--- src/rtl/irq_cond_pkg.sv ---
// Shared register map, field positions and per-line configuration type for the interrupt conditioner.
package irq_cond_pkg;

   localparam logic [7:0] ADDR_CTRL = 8'h00;
   localparam logic [7:0] ADDR_DBNC = 8'h04;
   localparam logic [7:0] ADDR_STAT = 8'h08;

   // CTRL and STAT fields are 8 bits wide so the map holds for up to 8 lines.
   localparam int CTRL_EDGE_LSB = 0;
   localparam int CTRL_INV_LSB  = 8;
   localparam int CTRL_EN_LSB   = 16;
   localparam int STAT_FILT_LSB = 0;
   localparam int STAT_RAW_LSB  = 8;

   typedef enum logic [1:0] {
      REG_CTRL,
      REG_DBNC,
      REG_STAT,
      REG_NONE
   } reg_sel_e;

   typedef struct packed {
      logic edge_mode;
      logic invert;
      logic enable;
   } line_cfg_t;

   function automatic reg_sel_e reg_decode(input logic [7:0] addr);
      case (addr)
         ADDR_CTRL: reg_decode = REG_CTRL;
         ADDR_DBNC: reg_decode = REG_DBNC;
         ADDR_STAT: reg_decode = REG_STAT;
         default:   reg_decode = REG_NONE;
      endcase
   endfunction

endpackage

--- src/rtl/irq_cond_line.sv ---
// One conditioned interrupt line: synchroniser, polarity, debounce filter and level/pulse output register.
module irq_cond_line
   import irq_cond_pkg::*;
#(
   parameter int SYNC_STAGES = 2,
   parameter int DB_W        = 16
) (
   input  logic            clk_i,
   input  logic            rst_i,
   input  logic            raw_i,
   input  line_cfg_t       cfg_i,
   input  logic [DB_W-1:0] dbnc_i,
   output logic            sync_o,
   output logic            filt_o,
   output logic            irq_o
);

   logic [SYNC_STAGES-1:0] sync_q;
   logic [DB_W-1:0]        cnt_q;
   logic                   filt_q;
   logic                   filt_d_q;
   logic                   irq_q;
   logic                   s;

   assign s = sync_q[SYNC_STAGES-1] ^ cfg_i.invert;

   // cnt never passes dbnc_i, so ">=" only matters when dbnc_i is lowered mid-count.
   always_ff @(posedge clk_i or posedge rst_i) begin
      if (rst_i) begin
         sync_q   <= '0;
         cnt_q    <= '0;
         filt_q   <= 1'b0;
         filt_d_q <= 1'b0;
         irq_q    <= 1'b0;
      end else begin
         sync_q   <= {sync_q[SYNC_STAGES-2:0], raw_i};
         filt_d_q <= filt_q;
         if (s == filt_q) begin
            cnt_q <= '0;
         end else if (cnt_q >= dbnc_i) begin
            filt_q <= s;
            cnt_q  <= '0;
         end else begin
            cnt_q <= cnt_q + 1'b1;
         end
         // filt_d tracks while disabled, so enabling cannot release a stale edge.
         irq_q <= cfg_i.enable & filt_q & (cfg_i.edge_mode ? ~filt_d_q : 1'b1);
      end
   end

   assign sync_o = sync_q[SYNC_STAGES-1];
   assign filt_o = filt_q;
   assign irq_o  = irq_q;

endmodule

--- src/rtl/irq_cond.sv ---
// Interrupt-source conditioner: cfg register file and handshake, plus one irq_cond_line per request.
module irq_cond
   import irq_cond_pkg::*;
#(
   parameter int NUM_IRQ     = 4,
   parameter int SYNC_STAGES = 2,
   parameter int DB_W        = 16
) (
   input  logic               clk_i,
   input  logic               rst_i,
   input  logic               cfg_awvalid_i,
   input  logic [31:0]        cfg_awaddr_i,
   input  logic               cfg_wvalid_i,
   input  logic [31:0]        cfg_wdata_i,
   input  logic [3:0]         cfg_wstrb_i,
   input  logic               cfg_bready_i,
   input  logic               cfg_arvalid_i,
   input  logic [31:0]        cfg_araddr_i,
   input  logic               cfg_rready_i,
   input  logic [NUM_IRQ-1:0] irq_raw_i,
   output logic               cfg_awready_o,
   output logic               cfg_wready_o,
   output logic               cfg_bvalid_o,
   output logic [1:0]         cfg_bresp_o,
   output logic               cfg_arready_o,
   output logic               cfg_rvalid_o,
   output logic [31:0]        cfg_rdata_o,
   output logic [1:0]         cfg_rresp_o,
   output logic [NUM_IRQ-1:0] irq_o
);

   logic [NUM_IRQ-1:0] edge_q;
   logic [NUM_IRQ-1:0] inv_q;
   logic [NUM_IRQ-1:0] en_q;
   logic [DB_W-1:0]    dbnc_q;
   logic               bvalid_q;
   logic               rvalid_q;
   logic [31:0]        rdata_q;
   logic               wr_acc;
   logic               rd_acc;
   logic [31:0]        rd_word;
   logic [NUM_IRQ-1:0] sync_v;
   logic [NUM_IRQ-1:0] filt_v;
   logic               unused_ok;

   // Writes win a same-cycle collision; the read is taken once the write has gone.
   assign wr_acc = cfg_awvalid_i & cfg_wvalid_i & ~bvalid_q;
   assign rd_acc = cfg_arvalid_i & ~rvalid_q & ~wr_acc;

   always_ff @(posedge clk_i or posedge rst_i) begin
      if (rst_i) begin
         edge_q   <= '0;
         inv_q    <= '0;
         en_q     <= '0;
         dbnc_q   <= '0;
         bvalid_q <= 1'b0;
         rvalid_q <= 1'b0;
         rdata_q  <= '0;
      end else begin
         if (wr_acc) begin
            case (reg_decode(cfg_awaddr_i[7:0]))
               REG_CTRL: begin
                  edge_q <= cfg_wdata_i[CTRL_EDGE_LSB +: NUM_IRQ];
                  inv_q  <= cfg_wdata_i[CTRL_INV_LSB +: NUM_IRQ];
                  en_q   <= cfg_wdata_i[CTRL_EN_LSB +: NUM_IRQ];
               end
               REG_DBNC: dbnc_q <= cfg_wdata_i[DB_W-1:0];
               default: ;
            endcase
            bvalid_q <= 1'b1;
         end else if (cfg_bready_i) begin
            bvalid_q <= 1'b0;
         end

         if (rd_acc) begin
            rdata_q  <= rd_word;
            rvalid_q <= 1'b1;
         end else if (cfg_rready_i) begin
            rvalid_q <= 1'b0;
         end
      end
   end

   always_comb begin
      rd_word = '0;
      case (reg_decode(cfg_araddr_i[7:0]))
         REG_CTRL: begin
            rd_word[CTRL_EDGE_LSB +: NUM_IRQ] = edge_q;
            rd_word[CTRL_INV_LSB +: NUM_IRQ]  = inv_q;
            rd_word[CTRL_EN_LSB +: NUM_IRQ]   = en_q;
         end
         REG_DBNC: rd_word[DB_W-1:0] = dbnc_q;
         REG_STAT: begin
            rd_word[STAT_FILT_LSB +: NUM_IRQ] = filt_v;
            rd_word[STAT_RAW_LSB +: NUM_IRQ]  = sync_v;
         end
         default: rd_word = '0;
      endcase
   end

   for (genvar g = 0; g < NUM_IRQ; g++) begin : g_line
      line_cfg_t line_cfg;
      assign line_cfg = '{edge_mode: edge_q[g], invert: inv_q[g], enable: en_q[g]};

      irq_cond_line #(
         .SYNC_STAGES (SYNC_STAGES),
         .DB_W        (DB_W)
      ) u_line (
         .clk_i  (clk_i),
         .rst_i  (rst_i),
         .raw_i  (irq_raw_i[g]),
         .cfg_i  (line_cfg),
         .dbnc_i (dbnc_q),
         .sync_o (sync_v[g]),
         .filt_o (filt_v[g]),
         .irq_o  (irq_o[g])
      );
   end

   assign cfg_awready_o = wr_acc;
   assign cfg_wready_o  = wr_acc;
   assign cfg_bvalid_o  = bvalid_q;
   assign cfg_bresp_o   = 2'b00;
   assign cfg_arready_o = rd_acc;
   assign cfg_rvalid_o  = rvalid_q;
   assign cfg_rdata_o   = rdata_q;
   assign cfg_rresp_o   = 2'b00;

   // Full-word writes only and an 8-bit decode leave these bits without a consumer.
   assign unused_ok = ^{cfg_wstrb_i, cfg_awaddr_i, cfg_araddr_i, cfg_wdata_i};

endmodule

--- config.mk ---
export PLATFORM = sky130hd
export DESIGN_NAME = irq_cond
export DESIGN_NICKNAME = d
export VERILOG_FILES = /design/src/rtl/irq_cond_pkg.sv /design/src/rtl/irq_cond_line.sv /design/src/rtl/irq_cond.sv
export SDC_FILE = /design/constraint.sdc
export NUM_CORES = 1
export LEC_CHECK = 0
export CORE_MARGIN = 2
export CORE_UTILIZATION = 40
export CTS_CLUSTER_DIAMETER = 200
export DETAILED_ROUTE_END_ITERATION = 10
export PLACE_DENSITY = 0.68
export SLEW_MARGIN = 20
export SYNTH_ARGS = -nofsm -noshare
export SYNTH_HDL_FRONTEND = slang
export SYNTH_SLANG_ARGS = --single-unit
--- constraint.sdc ---
create_clock -name clk_i -period 4.3 [get_ports clk_i]
set_input_delay 0.86 -clock clk_i [delete_from_list [all_inputs] [get_ports clk_i]]
set_output_delay 0.86 -clock clk_i [all_outputs]
set_load 0.02 [all_outputs]
==> impl_metrics.ini, run 1 <==
[status]
status = finished clean

[synthesis]
yosysTopAreaCellShare_pct = 46.6
ys_async_sr_fraction_pct = 100
synth_most_common_cell = dfrtp_1
synth_common_cells = 134 x dfrtp_1, 78 x nor2_1, 68 x ha_1, 50 x xor2_1, 46 x nand2_1
synthAdderAreaFrac_pct = 11.8
synth.distinct_cells = 44
syn_inst = 681
synth_compound_area_share_pct = 7.69
synthMuxAreaShare_pct = 6.13
yosys.area_share.simple_pct = 14.9
synth.avg_cell_area_um2 = 10.6
seq_area_frac_synth_pct = 46.6
synth_edf_count = 0
synth_area_um2 = 7190
synth_seq_cells = 134
synth_top_family_by_area = simple AND/OR/NAND/NOR gates
synth-xor-area-share_pct = 7.80
synth_top_cell_by_area = dfrtp_1
yosysWarnings = 0
synthTopCellsByArea = dfrtp_1 47%, ha_1 12%, xor2_1 6.1%
synthFlopType = dfrtp_1

[critical_path]
worstSetupPathType = input port to output pin
critPathCaptureType = output pin
path_max_fanout = 6
worstPathArrival_ns = 2.56
startpoint = cfg_wvalid_i
critical_path.cell_chain = clkdlybuf4s50_1, and3b_1, or3b_1, inv_1, clkdlybuf4s50_1
cpPeakStageDelay_ns = 0.62
cp-start-kind = input port
cpMaxStageDelayCell = clkdlybuf4s50_1
worst-path-buf-inv = 3
path_common_cell = clkdlybuf4s50_1
crit_family = buffers and inverters
reg2reg_from = dbnc_q[1]
required_ns = 3.44

[floorplanning]
die_area_um2 = 19100
fp.dieH_um = 138
coreArea_um2 = 17800
ioPinCount = 156
initial_core_util_pct = 40.4
rows = 49
die_x_um = 138

[global_route]
grt_pass1_wl_mm = 26.4
grt_start_max_net_pins = 69
overflow = 0
grt_pass1_vias = 5034
grt_usage_pct = 17.5
antenna_found_initial = 0

[power]
peakVddDrop_mv = 0.271
powerDensity_nw_per_um2 = 348
power_leakage_uw = 0.00396

[worst_hold_path]
min_path_type = register to register
hp-start = g_line[2].u_line.sync_q[0]

[clock_tree]
insertion_delay_ns = 0.42
path_clk_slew_ns = 0.06
cts_root_buf = clkbuf_16
htreeDepth = 4
cts.repair.resized = 0
cts_tree = built
postCtsHoldBufs = 0
cts_sinks = 134
cts.path.max_buffers = 2
cts_buffers = 17
post-cts-setup-buffer-count = 0

[timing]
hold_viol_final = 0
slew_headroom_pct = 42.2
fin_skew_ns = 0.00908
rsz0062_at_grt = no
finalSetupTns_ns = 0
fin_crit_ns = 3.42
max_freq_mhz = 292
tightest_slew_ns = 0.865
setup-violations-final = 0
fin_crit_sh_pct = 79.6
drv_slew = 0

[run]
drv_cap = 0

[detailed_routing]
vias = 5149
wl_per_cell_um = 15.8
firstDrtPassIters = 4
drtIter0Drc = 265
wl_mm = 15.8
drc = 0
drt.antenna.violating_nets = 0
via_per_inst = 5.15

[layout]
drive_gt1_share_pct = 9.21
multi_input_area_um2 = 3530
syn2layout_area_growth_pct = 20.8
final_cells = 1000
num_antenna_cells = 0
nFillCells = 1612
nets = 938
final_core_util_pct = 48.8
seqCellArea_um2 = 3350

[placement]
gp_congestion = 0.828
dp.cells = 969
io_buffers = 75
dp_hpwl_mm = 11.1
report_power, final:
part / leakage, uW / total (uW) / switching [uW] / internal [uW]
clock: 0.000272 / 1400 / 527 / 876
sequential: 0.00183 / 1340 / 38.8 / 1300
combinational: 0.00186 / 283 / 168 / 115
per-stage QoR:
stage          hold slack [ns]  setup WS (ns)  total power (uW)  cell area (um2)
2_1_floorplan            0.331           1.45              1540             7250
3_3_place_gp             0.336          0.882              1640             8110
3_5_place_dp             0.336          0.880              1650             8110
4_1_cts                  0.351          0.865              3060             8680
5_1_grt                  0.353          0.800              3150             8680
6_report                 0.348          0.876              3020             8680
cell usage in the layout (no fill, tap or decap), types with 8 or more instances in the layout:
cell type and n:
a21oi_1 24, a22o_1 20, and3_1 11, and4_1 8, clkbuf_16 17, clkdlybuf4s50_1 75
conb_1 16, dfrtp_1 134, ha_1 68, inv_1 33, mux2_2 32, mux2i_1 8
nand2_1 46, nand3_1 33, nand4_1 19, nor2_1 78, nor3_1 10, o21ai_0 16
xnor2_1 14, xor2_1 50
registers in the layout (all words and copies together), names as in the netlist:
register,count
cfg_rdata_o,20
inv_q,4
en_q,4
g_line.u_line.irq_o,4
g_line.u_line.filt_d_q,4
g_line.u_line.cnt_q,64
edge_q,4
dbnc_q,16
cfg_bvalid_o,1
g_line.u_line.sync_q,8
g_line.u_line.filt_o,4
cfg_rvalid_o,1
final timing paths:
| kind | end | slack, ns | cells past startpoint |
|---|---|---|---|
| max | cfg_arready_o | 0.88 | 5 |
| min | g_line[2].u_line.sync_q[1] | 0.35 | 0 |
| max reg2reg | g_line[3].u_line.cnt_q[6] | 1.46 | 7 |
| min reg2reg | g_line[2].u_line.sync_q[1] | 0.35 | 0 |
| max in group asynchronous | g_line[1].u_line.cnt_q[7] | 2.46 | 3 |
| min in group asynchronous | cfg_rdata_o[4] | 0.97 | 2 |
cells by family (layout without fill, tap and decap cells):
logic type / Yosys count / after routing
AO/OA/AOI/OAI: 81 / 81
XOR/XNOR: 64 / 64
adder cells (fa/ha/maj): 68 / 68
buffers and inverters: 71 / 146
flip-flops: 134 / 134
multiplexers: 40 / 40
other: 1 / 16
AND/OR/NAND/NOR: 222 / 222
routing by layer:
metal | up-vias | wire length (um) | track usage [%]
li1 | 2513 | - | -
met1 | 2513 | 7470 | 24.2
met2 | 107 | 7380 | 27.5
met3 | 16 | 723 | 4.71
met4 | 0 | 225 | 4.67
met5 | - | 0 | 0
final cells by class:
cell class,count,share of cell area (%)
multi-input combinational,491,40.7
sequential,134,38.6
timing repair buffer,81,9.31
clock buffer,22,5.35
tap,229,3.30
inverter,34,1.51
clock inverter,9,1.18
worst reg2reg max path, cell delays in order, from the launching register on:
cell      delay, ns
dfrtp_1        0.39
inv_1          0.23
ha_1           0.29
nor2b_1        0.14
o211a_1        0.20
o311ai_0       0.48
nand4_1        0.72
nor2_1         0.31
No activity file was read; power rests on OpenSTA's default activity.
==> inputs of run 2 (changes only) <==
- clock period: 4.3 -> 2.9 ns (I/O delays scaled with it)
==> impl_metrics.ini, run 2 (same netlist as run 1, synthesis figures left out) <==
[timing]
fin_crit_ns = 2.51
fin_crit_sh_pct = 86.7
max_freq_mhz = 398
setup-violations-final = 0
fin_skew_ns = 0.00614
tightest_slew_ns = 0.528
rsz0062_at_grt = no
hold_viol_final = 0
slew_headroom_pct = 64.7
drv_slew = 0

[clock_tree]
htreeDepth = 4
postCtsHoldBufs = 0
insertion_delay_ns = 0.42
cts_root_buf = clkbuf_16
cts.repair.resized = 0
cts_buffers = 17
post-cts-setup-buffer-count = 0
cts.path.max_buffers = 2
cts_tree = built
path_clk_slew_ns = 0.06
cts_sinks = 134

[critical_path]
r2r_cells = 7
path_max_fanout = 5
path_common_cell = clkdlybuf4s50_1
reg2reg_from = dbnc_q[14]
cpMaxStageDelayCell = clkdlybuf4s50_1
worstPathArrival_ns = 1.93
worst-path-buf-inv = 3
cp-start-kind = input port
critPathCaptureType = output pin
critical_path.cell_chain = clkdlybuf4s50_1, and3b_1, buf_4, clkdlybuf4s50_1
crit_family = buffers and inverters
r2r_setup_slack_ns = 0.48
worstSetupPathType = input port to output pin
required_ns = 2.32
r2r-end = g_line[0].u_line.filt_o
cpPeakStageDelay_ns = 0.60

[power]
peakVddDrop_mv = 0.370
power_leakage_uw = 0.00409
p_total_uw = 4730
powerDensity_nw_per_um2 = 533

[floorplanning]
die_area_um2 = 19100
coreArea_um2 = 17800
initial_core_util_pct = 40.4
ioPinCount = 156
rows = 49
fp.dieH_um = 138
die_x_um = 138

[detailed_routing]
drc = 0
firstDrtPassIters = 5
drtIter0Drc = 290
via_per_inst = 5.13
wl_per_cell_um = 16.1
wl_mm = 16.4
vias = 5219
drt.antenna.violating_nets = 0

[global_route]
grt_pass1_vias = 5258
grt_pass1_wl_mm = 26.9
antenna_found_initial = 0
grt_start_max_net_pins = 53
overflow = 0
grt_usage_pct = 17.7

[placement]
io_buffers = 75
dp_hpwl_mm = 11.9
dp.cells = 985
gp_congestion = 0.836

[worst_hold_path]
whs_path_depth = 0
min_to = g_line[3].u_line.sync_q[1]
min_path_type = register to register
hp-start = g_line[3].u_line.sync_q[0]

[layout]
seqCellArea_um2 = 3350
final_cells = 1017
final_core_util_pct = 50.0
drive_gt1_share_pct = 11.4
syn2layout_area_growth_pct = 23.6
nets = 954
largest_register = g_line.u_line.cnt_q
layout_common_cells = 134 x dfrtp_1, 78 x nor2_1, 74 x clkdlybuf4s50_1, 68 x ha_1, 50 x xor2_1
nFillCells = 1594
largest_reg_flops = 64
multi_input_area_um2 = 3530
final_common_cell = dfrtp_1

[status]
status = finished clean

[run]
drv_cap = 0
[run 2: cell types whose count changed in the layout (fill, tap and decap cells not counted), moves of 2 or more]
| cell | change |
|---|---|
| buf_4 | +15 |
| clkinv_4 | +2 |
| bufinv_16 | +2 |
| clkbuf_1 | -3 |
[run 2: layout make-up]
cell class,count,share of cell area [%]
multi-input cells,491,39.8
well taps,229,3.23
repair buffers,97,10.6
clock inverters,12,1.99
inverters,34,1.48
clock buffers,19,5.10
flip-flops and latches,134,37.8
diodes,1,0.0282
[run 2: through the flow]
step | instance area (um2) | setup slack, ns | hold slack, ns | setup TNS (ns)
finish | 8880 | 0.387 | 0.356 | 0
floorplan | 7250 | 0.583 | 0.331 | 0
global placement | 8250 | 0.0392 | 0.343 | 0
detailed placement | 8250 | -0.00822 | 0.347 | -0.0121
global route | 8880 | 0.293 | 0.367 | 0
CTS | 8880 | 0.0354 | 0.362 | 0
[run 2: how the worst max path moves through the flow]
stage	endpoint	start	depth (start not counted)	slack, ns
floorplan	g_line[0].u_line.cnt_q[10]	dbnc_q[15]	8	0.58
global placement	cfg_rdata_o[13]	cfg_wvalid_i	7	0.04
detailed placement	cfg_rdata_o[4]	cfg_wvalid_i	7	-0.008
CTS	cfg_arready_o	cfg_wvalid_i	5	0.04
global route	cfg_wready_o	cfg_wvalid_i	4	0.29
finish	cfg_wready_o	cfg_wvalid_i	4	0.39
[run 2: metal layers]
layer / vias to the layer above / share of wire, % / track usage (%)
met5: - / 0 / 0
met4: 0 / 2.7 / 6.66
met3: 33 / 4.7 / 4.54
met2: 106 / 47 / 28.3
met1: 2548 / 45 / 23.3
li1: 2532 / - / -
[run 2: where the power goes]
part	total, uW	internal (uW)	switching [uW]	leakage, uW
Sequential	1990	1930	60.9	0.00183
Combinational	461	204	256	0.00195
Clock	2280	1480	805	0.000305
Total	4730	3610	1120	0.00409
